===== config.mk =====
export PLATFORM = sky130hd
export DESIGN_NAME = i2c_byte_mon_flat
export DESIGN_NICKNAME = d
export VERILOG_FILES = /design/src/rtl/i2c_byte_mon_pkg.sv /design/src/rtl/i2c_byte_mon_if.sv /design/src/rtl/i2c_shift_in.sv /design/src/rtl/i2c_byte_mon.sv /design/src/flat_wrapper.sv
export SDC_FILE = /design/constraint.sdc
export NUM_CORES = 1
export LEC_CHECK = 0
export CAP_MARGIN = 20
export CORE_ASPECT_RATIO = 0.5
export CORE_UTILIZATION = 34
export DETAILED_ROUTE_END_ITERATION = 6
export GPL_TIMING_DRIVEN = 0
export PLACE_DENSITY = 0.69
export SYNTH_ARGS = -nofsm -noshare
export SYNTH_HDL_FRONTEND = slang
export SYNTH_SLANG_ARGS = --single-unit
export TNS_END_PERCENT = 100

===== constraint.sdc =====
create_clock -name clk -period 1.6 [get_ports clk]
set_input_delay 0.16 -clock clk [delete_from_list [all_inputs] [get_ports clk]]
set_output_delay 0.16 -clock clk [all_outputs]
set_load 0.01 [all_outputs]

===== src/rtl/i2c_byte_mon_pkg.sv =====
// Shared types and constants for the I2C byte monitor: FSM encoding, bit-count
// width, bits per byte, ACK/NACK levels and the address-compare helper.
package i2c_byte_mon_pkg;

    typedef enum logic [1:0] {
        ST_IDLE = 2'd0,
        ST_BITS = 2'd1,
        ST_ACK  = 2'd2
    } state_e;

    localparam int unsigned I2C_CNT_W         = 4;
    localparam int unsigned I2C_BITS_PER_BYTE = 8;
    localparam logic        I2C_ACK           = 1'b0;
    localparam logic        I2C_NACK          = 1'b1;

    typedef logic [I2C_CNT_W-1:0]         bit_cnt_t;
    typedef logic [I2C_BITS_PER_BYTE-1:0] byte_t;

    // The address phase carries the 7-bit address in the upper bits, R/W in bit 0.
    function automatic logic addr_match(input byte_t b, input logic [6:0] addr);
        return (b[7:1] == addr);
    endfunction

endpackage


===== src/rtl/i2c_byte_mon_if.sv =====
// Bus-side signal bundle of the I2C byte monitor. The slave modport is the
// monitor itself; the master modport is the upstream detector plus consumer.
interface i2c_byte_mon_if;
    logic       sda;
    logic       scl_lohi;
    logic       sta;
    logic       sto;
    logic [7:0] dat;
    logic       dat_ack;
    logic       dat_first;
    logic       dat_vld;
    logic       dat_rdy;
    logic       ovr;
    logic       ovr_clr;

    modport slave (
        input  sda, scl_lohi, sta, sto, dat_rdy, ovr_clr,
        output dat, dat_ack, dat_first, dat_vld, ovr
    );

    modport master (
        output sda, scl_lohi, sta, sto, dat_rdy, ovr_clr,
        input  dat, dat_ack, dat_first, dat_vld, ovr
    );
endinterface


===== src/rtl/i2c_shift_in.sv =====
// MSB-first serial-to-parallel shifter with a bit counter; full flags a
// complete byte and stops further shifting until cleared.
module i2c_shift_in
    import i2c_byte_mon_pkg::*;
(
    input  logic  clk,
    input  logic  rst,
    input  logic  clr,
    input  logic  shift,
    input  logic  din,
    output byte_t q,
    output logic  full
);

    byte_t    q_q;
    byte_t    q_d;
    bit_cnt_t cnt_q;
    bit_cnt_t cnt_d;

    assign q    = q_q;
    assign full = (cnt_q == bit_cnt_t'(I2C_BITS_PER_BYTE));

    // Next shift-register contents and bit count.
    always_comb begin
        q_d   = q_q;
        cnt_d = cnt_q;
        if (clr) begin
            q_d   = '0;
            cnt_d = '0;
        end else if (shift && !full) begin
            q_d   = {q_q[I2C_BITS_PER_BYTE-2:0], din};
            cnt_d = cnt_q + 4'd1;
        end else begin
            q_d   = q_q;
            cnt_d = cnt_q;
        end
    end

    // Shift register and counter flops.
    always_ff @(posedge clk or posedge rst) begin
        if (rst) begin
            q_q   <= '0;
            cnt_q <= '0;
        end else begin
            q_q   <= q_d;
            cnt_q <= cnt_d;
        end
    end

endmodule


===== src/rtl/i2c_byte_mon.sv =====
// I2C byte receiver/monitor: START/STOP-framed byte assembly with ACK bit,
// single-entry valid/ready output and sticky overrun. Optional address filter
// is compiled in with I2C_MON_ADDR_FILTER_EN.
module i2c_byte_mon
    import i2c_byte_mon_pkg::*;
#(
    parameter logic [6:0] ADDR = 7'h50
) (
    input  logic           clk,
    input  logic           rst,
    i2c_byte_mon_if.slave  bus
);

    state_e state_q;
    state_e state_d;
    logic   first_q;
    logic   first_d;
    byte_t  dat_q;
    byte_t  dat_d;
    logic   ack_q;
    logic   ack_d;
    logic   dfirst_q;
    logic   dfirst_d;
    logic   vld_q;
    logic   vld_d;
    logic   ovr_q;
    logic   ovr_d;

    byte_t  shift_q_s;
    logic   full_s;
    logic   scl_s;
    logic   ack_phase_s;
    logic   shift_s;
    logic   done_s;
    logic   clr_s;
    logic   present_s;
    logic   free_s;
    logic   load_s;
    logic   drop_s;

    // START beats STOP beats an SCL edge, so an edge is live only when alone.
    assign scl_s       = bus.scl_lohi & ~bus.sta & ~bus.sto;
    assign ack_phase_s = (state_q == ST_ACK) | ((state_q == ST_BITS) & full_s);
    assign shift_s     = scl_s & (state_q == ST_BITS) & ~full_s;
    assign done_s      = scl_s & ack_phase_s;
    assign clr_s       = bus.sta | bus.sto | done_s;

    i2c_shift_in u_shift (
        .clk   (clk),
        .rst   (rst),
        .clr   (clr_s),
        .shift (shift_s),
        .din   (bus.sda),
        .q     (shift_q_s),
        .full  (full_s)
    );

`ifdef I2C_MON_ADDR_FILTER_EN
    logic filt_q;
    logic filt_d;
    logic miss_s;

    assign miss_s    = first_q & ~addr_match(shift_q_s, ADDR);
    assign present_s = ~filt_q & ~miss_s;

    // Suppression latch: set by a mismatching address byte, cleared by START.
    always_comb begin
        filt_d = filt_q;
        if (bus.sta) begin
            filt_d = 1'b0;
        end else if (done_s && miss_s) begin
            filt_d = 1'b1;
        end else begin
            filt_d = filt_q;
        end
    end

    // Suppression flop.
    always_ff @(posedge clk or posedge rst) begin
        if (rst) begin
            filt_q <= 1'b0;
        end else begin
            filt_q <= filt_d;
        end
    end
`else
    logic unused_addr_s;

    assign unused_addr_s = ^ADDR;
    assign present_s     = 1'b1;
`endif

    assign free_s = ~vld_q | bus.dat_rdy;
    assign load_s = done_s & present_s & free_s;
    assign drop_s = done_s & present_s & ~free_s;

    // FSM next state; a full shifter in BITS already counts as the ACK phase.
    always_comb begin
        state_d = state_q;
        if (bus.sta) begin
            state_d = ST_BITS;
        end else if (bus.sto) begin
            state_d = ST_IDLE;
        end else begin
            case (state_q)
                ST_IDLE: state_d = ST_IDLE;
                ST_BITS: begin
                    if (done_s) begin
                        state_d = ST_BITS;
                    end else if (full_s) begin
                        state_d = ST_ACK;
                    end else begin
                        state_d = ST_BITS;
                    end
                end
                ST_ACK: begin
                    if (done_s) begin
                        state_d = ST_BITS;
                    end else begin
                        state_d = ST_ACK;
                    end
                end
                default: state_d = ST_IDLE;
            endcase
        end
    end

    // Output register, handshake, overrun and first-byte flag.
    always_comb begin
        dat_d    = dat_q;
        ack_d    = ack_q;
        dfirst_d = dfirst_q;
        vld_d    = vld_q;
        ovr_d    = ovr_q;
        first_d  = first_q;
        if (load_s) begin
            dat_d    = shift_q_s;
            ack_d    = bus.sda;
            dfirst_d = first_q;
            vld_d    = 1'b1;
        end else if (vld_q && bus.dat_rdy) begin
            vld_d    = 1'b0;
        end else begin
            vld_d    = vld_q;
        end
        if (drop_s) begin
            ovr_d = 1'b1;
        end else if (bus.ovr_clr) begin
            ovr_d = 1'b0;
        end else begin
            ovr_d = ovr_q;
        end
        if (bus.sta) begin
            first_d = 1'b1;
        end else if (done_s) begin
            first_d = 1'b0;
        end else begin
            first_d = first_q;
        end
    end

    // State and output flops.
    always_ff @(posedge clk or posedge rst) begin
        if (rst) begin
            state_q  <= ST_IDLE;
            first_q  <= 1'b0;
            dat_q    <= 8'h00;
            ack_q    <= I2C_NACK;
            dfirst_q <= 1'b0;
            vld_q    <= 1'b0;
            ovr_q    <= 1'b0;
        end else begin
            state_q  <= state_d;
            first_q  <= first_d;
            dat_q    <= dat_d;
            ack_q    <= ack_d;
            dfirst_q <= dfirst_d;
            vld_q    <= vld_d;
            ovr_q    <= ovr_d;
        end
    end

    assign bus.dat       = dat_q;
    assign bus.dat_ack   = ack_q;
    assign bus.dat_first = dfirst_q;
    assign bus.dat_vld   = vld_q;
    assign bus.ovr       = ovr_q;

endmodule

===== src/flat_wrapper.sv =====
// flat-port wrapper written by rule: the top's interface ports become plain ports
module i2c_byte_mon_flat import i2c_byte_mon_pkg::*;
#(
    parameter logic [6:0] ADDR = 7'h50
)
  (clk, rst, bus_sda, bus_scl_lohi, bus_sta, bus_sto, bus_dat_rdy, bus_ovr_clr, bus_dat, bus_dat_ack, bus_dat_first, bus_dat_vld, bus_ovr);
  i2c_byte_mon_if bus_i ();
  input  logic clk;
  input  logic rst;
  input wire logic [$bits(bus_i.sda)-1:0] bus_sda;
  input wire logic [$bits(bus_i.scl_lohi)-1:0] bus_scl_lohi;
  input wire logic [$bits(bus_i.sta)-1:0] bus_sta;
  input wire logic [$bits(bus_i.sto)-1:0] bus_sto;
  input wire logic [$bits(bus_i.dat_rdy)-1:0] bus_dat_rdy;
  input wire logic [$bits(bus_i.ovr_clr)-1:0] bus_ovr_clr;
  output wire logic [$bits(bus_i.dat)-1:0] bus_dat;
  output wire logic [$bits(bus_i.dat_ack)-1:0] bus_dat_ack;
  output wire logic [$bits(bus_i.dat_first)-1:0] bus_dat_first;
  output wire logic [$bits(bus_i.dat_vld)-1:0] bus_dat_vld;
  output wire logic [$bits(bus_i.ovr)-1:0] bus_ovr;
  assign bus_i.sda = bus_sda;
  assign bus_i.scl_lohi = bus_scl_lohi;
  assign bus_i.sta = bus_sta;
  assign bus_i.sto = bus_sto;
  assign bus_i.dat_rdy = bus_dat_rdy;
  assign bus_i.ovr_clr = bus_ovr_clr;
  assign bus_dat = bus_i.dat;
  assign bus_dat_ack = bus_i.dat_ack;
  assign bus_dat_first = bus_i.dat_first;
  assign bus_dat_vld = bus_i.dat_vld;
  assign bus_ovr = bus_i.ovr;
  i2c_byte_mon #(.ADDR(ADDR)) u_core (.clk(clk), .rst(rst), .bus(bus_i));
endmodule

==> results by group, run 1 <==
CTS
  • Clk_lat worst skew: 280 ps
  • Htree depth: 1
  • Clock sink count: 27
  • Hold-fix buffers at CTS: 0
  • CTS tree: built
  • Clock slew at reported path FFs: 100 ps
  • Clock Tree Buf Depth: 2
  • CTS buffer count: 3
  • Root buf cell: clkbuf_8

GRT
  • Total Routing Usage GR: 0.142
  • First-pass GRT wire length: 4.40 mm
  • GRT Residual Overflow: 0
  • Largest net degree at the start of global routing: 28
  • Vias in the first global route: 928
  • Antenna violations before repair: 0

Synth
  • Synth top cells by count: dfrtp_1, o21ai_0, a211oi_1, nand3_1, mux2_2
  • Yosys warning count: 0
  • Synth Register Bits: 27
  • Post-synthesis simple-gate area fraction: 0.146
  • Most instantiated library cell after synthesis: dfrtp_1
  • Post-synthesis mux area share: 0.0864
  • Register area share after synthesis: 0.519
  • Largest family of logic cells by synthesized area: compound AO/OA/AOI/OAI gates
  • Yosys top cell area share: 0.499
  • Syn_area_per_cell: roughly 12 sq um
  • Compound-Gate Fraction of Synth Area: 0.167
  • Post-Synth Adder-Cell Area: 0.0384
  • Synth Flop Type: dfrtp_1
  • Post-synth top area cell: dfrtp_1
  • Post-Syn Instances: 111
  • Top post-synthesis cells by area: dfrtp_1, mux2_2, a211oi_1
  • EDFF count, synth: 0
  • Distinct cell type count after synthesis: 31
  • Mapped cell area: about 1300 sq um
  • Post-synthesis xor/xnor area fraction: 0
  • Post-synth net total: 123
  • Async SR Flop Fraction: 1.00

Route
  • Post-route antenna net violation count: 0
  • First-iteration detailed-routing DRC count: 48
  • Vias per std cell: 5.07
  • Final wirelength: roughly 2.6 mm
  • WL/cell: 13.6 microns
  • Pre-antenna DRT Iters: 4
  • Vias after detailed routing: about 950
  • DRC viols: 0

STA
  • Worst Setup Slack, final: -4.46 ps
  • Unrepaired setup endpoints after global routing: yes
  • Max frequency: between 0.6 and 0.7 GHz
  • Final period demand of the worst path: 1600 ps
  • Setup tns final: -4.46 ps
  • Period utilisation layout: 1.00
  • Max transition margin: 0.633
  • Final slew viol count: 0
  • Worst-Margin Slew: around 550 ps
  • Final hold vios: 0
  • Final Setup Violations: 1
  • Clock skew: about 9 ps

Run status
  • Failing checks: negative setup slack
  • Status: finished with violations

Cells and area
  • Final Instance Count excl. Fillers: 188
  • Final Instance Area: 1700 sq um
  • Fillers: 335
  • Multi-input gate area: 596 sq um
  • # diodes: 0
  • Layout area overhead: 30.1%
  • FF+latch area: between 600 and 700 sq um
  • Nets: 150
  • Share of cells above drive strength 1: 0.270

Placement
  • GPL Wtd Cong: 0.763
  • Cell Area, Placed: 1560 sq um
  • Pre-CTS setup slack: -180 ps
  • HPWL Detailed: between 1.5 and 2 mm
  • Post-Place Cells: 181
  • Port Buf Inserts: 19

Worst hold path
  • Worst hold path type: primary input to asynchronous set/reset pin

Power
  • Leak: slightly below 0.7 nW
  • Switch Pwr: 274 uW
  • Logic pwr share: 0.073
  • Clock share of power: 0.344
  • P_int: approximately 900 uW
  • Switching Share: 0.233
  • Max VDD drop: 0.000309 V
  • Power density cells: 694 nW/um^2
  • Reg power frac: 0.584

Worst setup path
  • Crit path DAT: 1770 ps
  • CP Max Fanout: 10
  • Slowest stage cell, crit path: dfrtp_1
  • Crit path largest cell delay: 380 ps
  • Crit path cell chain: inv_2 > ha_2 > and4b_4 > o211ai_4 > buf_12 > mux2_2
  • CP Class: register to register
  • CP required: ~1800 ps
  • CP Launch Type: register
  • Critical Path End Type: register

Die
  • Chip height: 45.8 microns
  • Core Region: 3550 sq um
  • Initial core utilization: 0.368
  • Die ar.: between 4000 and 5000 sq um
  • Top Ports: 20
  • Die W: 89.6 microns
  • Row Count: 15

Job
  • Max-Cap Viols: 0
-- repair_timing --
item | in CTS | in global routing
cloned | 0 | 0
endpoints found under the setup margin | 21 | 20
resized for setup | 4 | 7
pin swaps | 2 | 0
setup buffers | 3 | 0
-- stage by stage --
step	total power [mW]	hold WS, ps	util
floorplan	0.741	212	-
global placement	0.775	460	0.440
detailed placement	0.776	466	0.440
CTS	1.18	453	0.468
global route	1.21	287	0.478
finish	1.18	212	0.478
-- registers in the layout (all words and copies together), names as in the netlist --
signal	cells
u_core.state_q	2
u_core.bus.dat_vld	1
u_core.u_shift.cnt_q	4
u_core.u_shift.q	8
u_core.bus.dat	8
u_core.bus.dat_first	1
u_core.bus.ovr	1
u_core.bus.dat_ack	1
u_core.first_q	1
-- placed cells by master (no fill, tap or decap), types with 2 or more instances in the layout --
| cell type | instances |
|---|---|
| a211oi_2 | 3 |
| o21ai_0 | 13 |
| clkbuf_2 | 2 |
| a211oi_1 | 9 |
| clkdlybuf4s50_1 | 19 |
| buf_4 | 2 |
| mux2_2 | 10 |
| clkbuf_8 | 3 |
| inv_1 | 6 |
| ha_1 | 2 |
| or2_2 | 2 |
| inv_2 | 2 |
| dfrtp_1 | 26 |
| clkbuf_4 | 2 |
| nand3_1 | 11 |
-- layout make-up --
| cell class | instances | area share |
|---|---|---|
| Tap cell | 51 | 0.0376 |
| Sequential cell | 27 | 0.399 |
| Buffer | 5 | 0.0170 |
| Clock inverter | 1 | 0.00442 |
| Inverter | 8 | 0.0177 |
| Multi-Input combinational cell | 70 | 0.351 |
| Timing Repair Buffer | 23 | 0.149 |
| Clock buffer | 3 | 0.0243 |
-- power groups by stage --
stage / Sequential, mW / Clock [mW] / Combinational (mW)
5_1_grt: 0.688 / 0.431 / 0.0946
6_report: 0.687 / 0.404 / 0.0856
4_1_cts: 0.687 / 0.417 / 0.0792
2_1_floorplan: 0.700 / 0 / 0.0414
3_5_place_dp: 0.700 / 0 / 0.0762
3_3_place_gp: 0.700 / 0 / 0.0749
-- cells by family (layout without fill, tap and decap cells) --
| kind of cell | after synthesis | in the layout |
|---|---|---|
| AO/OA/AOI/OAI | 31 | 31 |
| adder cells (fa/ha/maj) | 4 | 4 |
| buffers and inverters | 14 | 40 |
| flip-flops | 27 | 27 |
| multiplexers | 10 | 10 |
| AND/OR/NAND/NOR | 25 | 25 |
-- per-layer routing --
| layer | track usage | vias up | part of all wire |
|---|---|---|---|
| li1 | - | 458 | - |
| met1 | 0.199 | 474 | 0.49 |
| met2 | 0.230 | 18 | 0.46 |
| met3 | 0.0290 | 4 | 0.032 |
| met4 | 0.0286 | 0 | 0.011 |
| met5 | 0 | - | 0 |
-- worst max-delay path: cells and delay by family (launching register included) --
kind / cells / cell delay (ps)
AND/OR/NAND/NOR: 1 / 220
adder cells (fa/ha/maj): 1 / 190
buffers and inverters: 2 / 200
multiplexers: 1 / 330
AO/OA/AOI/OAI: 1 / 180
flip-flops: 1 / 380
-- final timing paths --
check | startpoint | end | slack, ps | depth (start not counted)
worst max-delay path | u_core.u_shift.cnt_q[0]$_DFFE_PP0P_ | u_core.bus.dat[6]$_DFFE_PP0P_ | -4 | 6
worst min-delay path | rst | u_core.u_shift.q[2]$_DFFE_PP0P_ | 210 | 2
worst max register to register | u_core.u_shift.cnt_q[0]$_DFFE_PP0P_ | u_core.bus.dat[6]$_DFFE_PP0P_ | -4 | 6
worst min register to register | u_core.first_q$_DFFE_PP0P_ | u_core.first_q$_DFFE_PP0P_ | 480 | 1
max in group asynchronous | rst | u_core.bus.dat_ack$_DFFE_PP1P_ | 840 | 3
min in group clk | bus_ovr_clr | u_core.bus.ovr$_DFFE_PP0P_ | 450 | 2
Power figures use the tool's default switching activity.
==> inputs of run 2 (changes only) <==
Settings changed: ABC_CLOCK_PERIOD_IN_PS set to 1600.
==> results of run 2 <==
The final DEF is identical to that of run 1; final timing and power are the same.
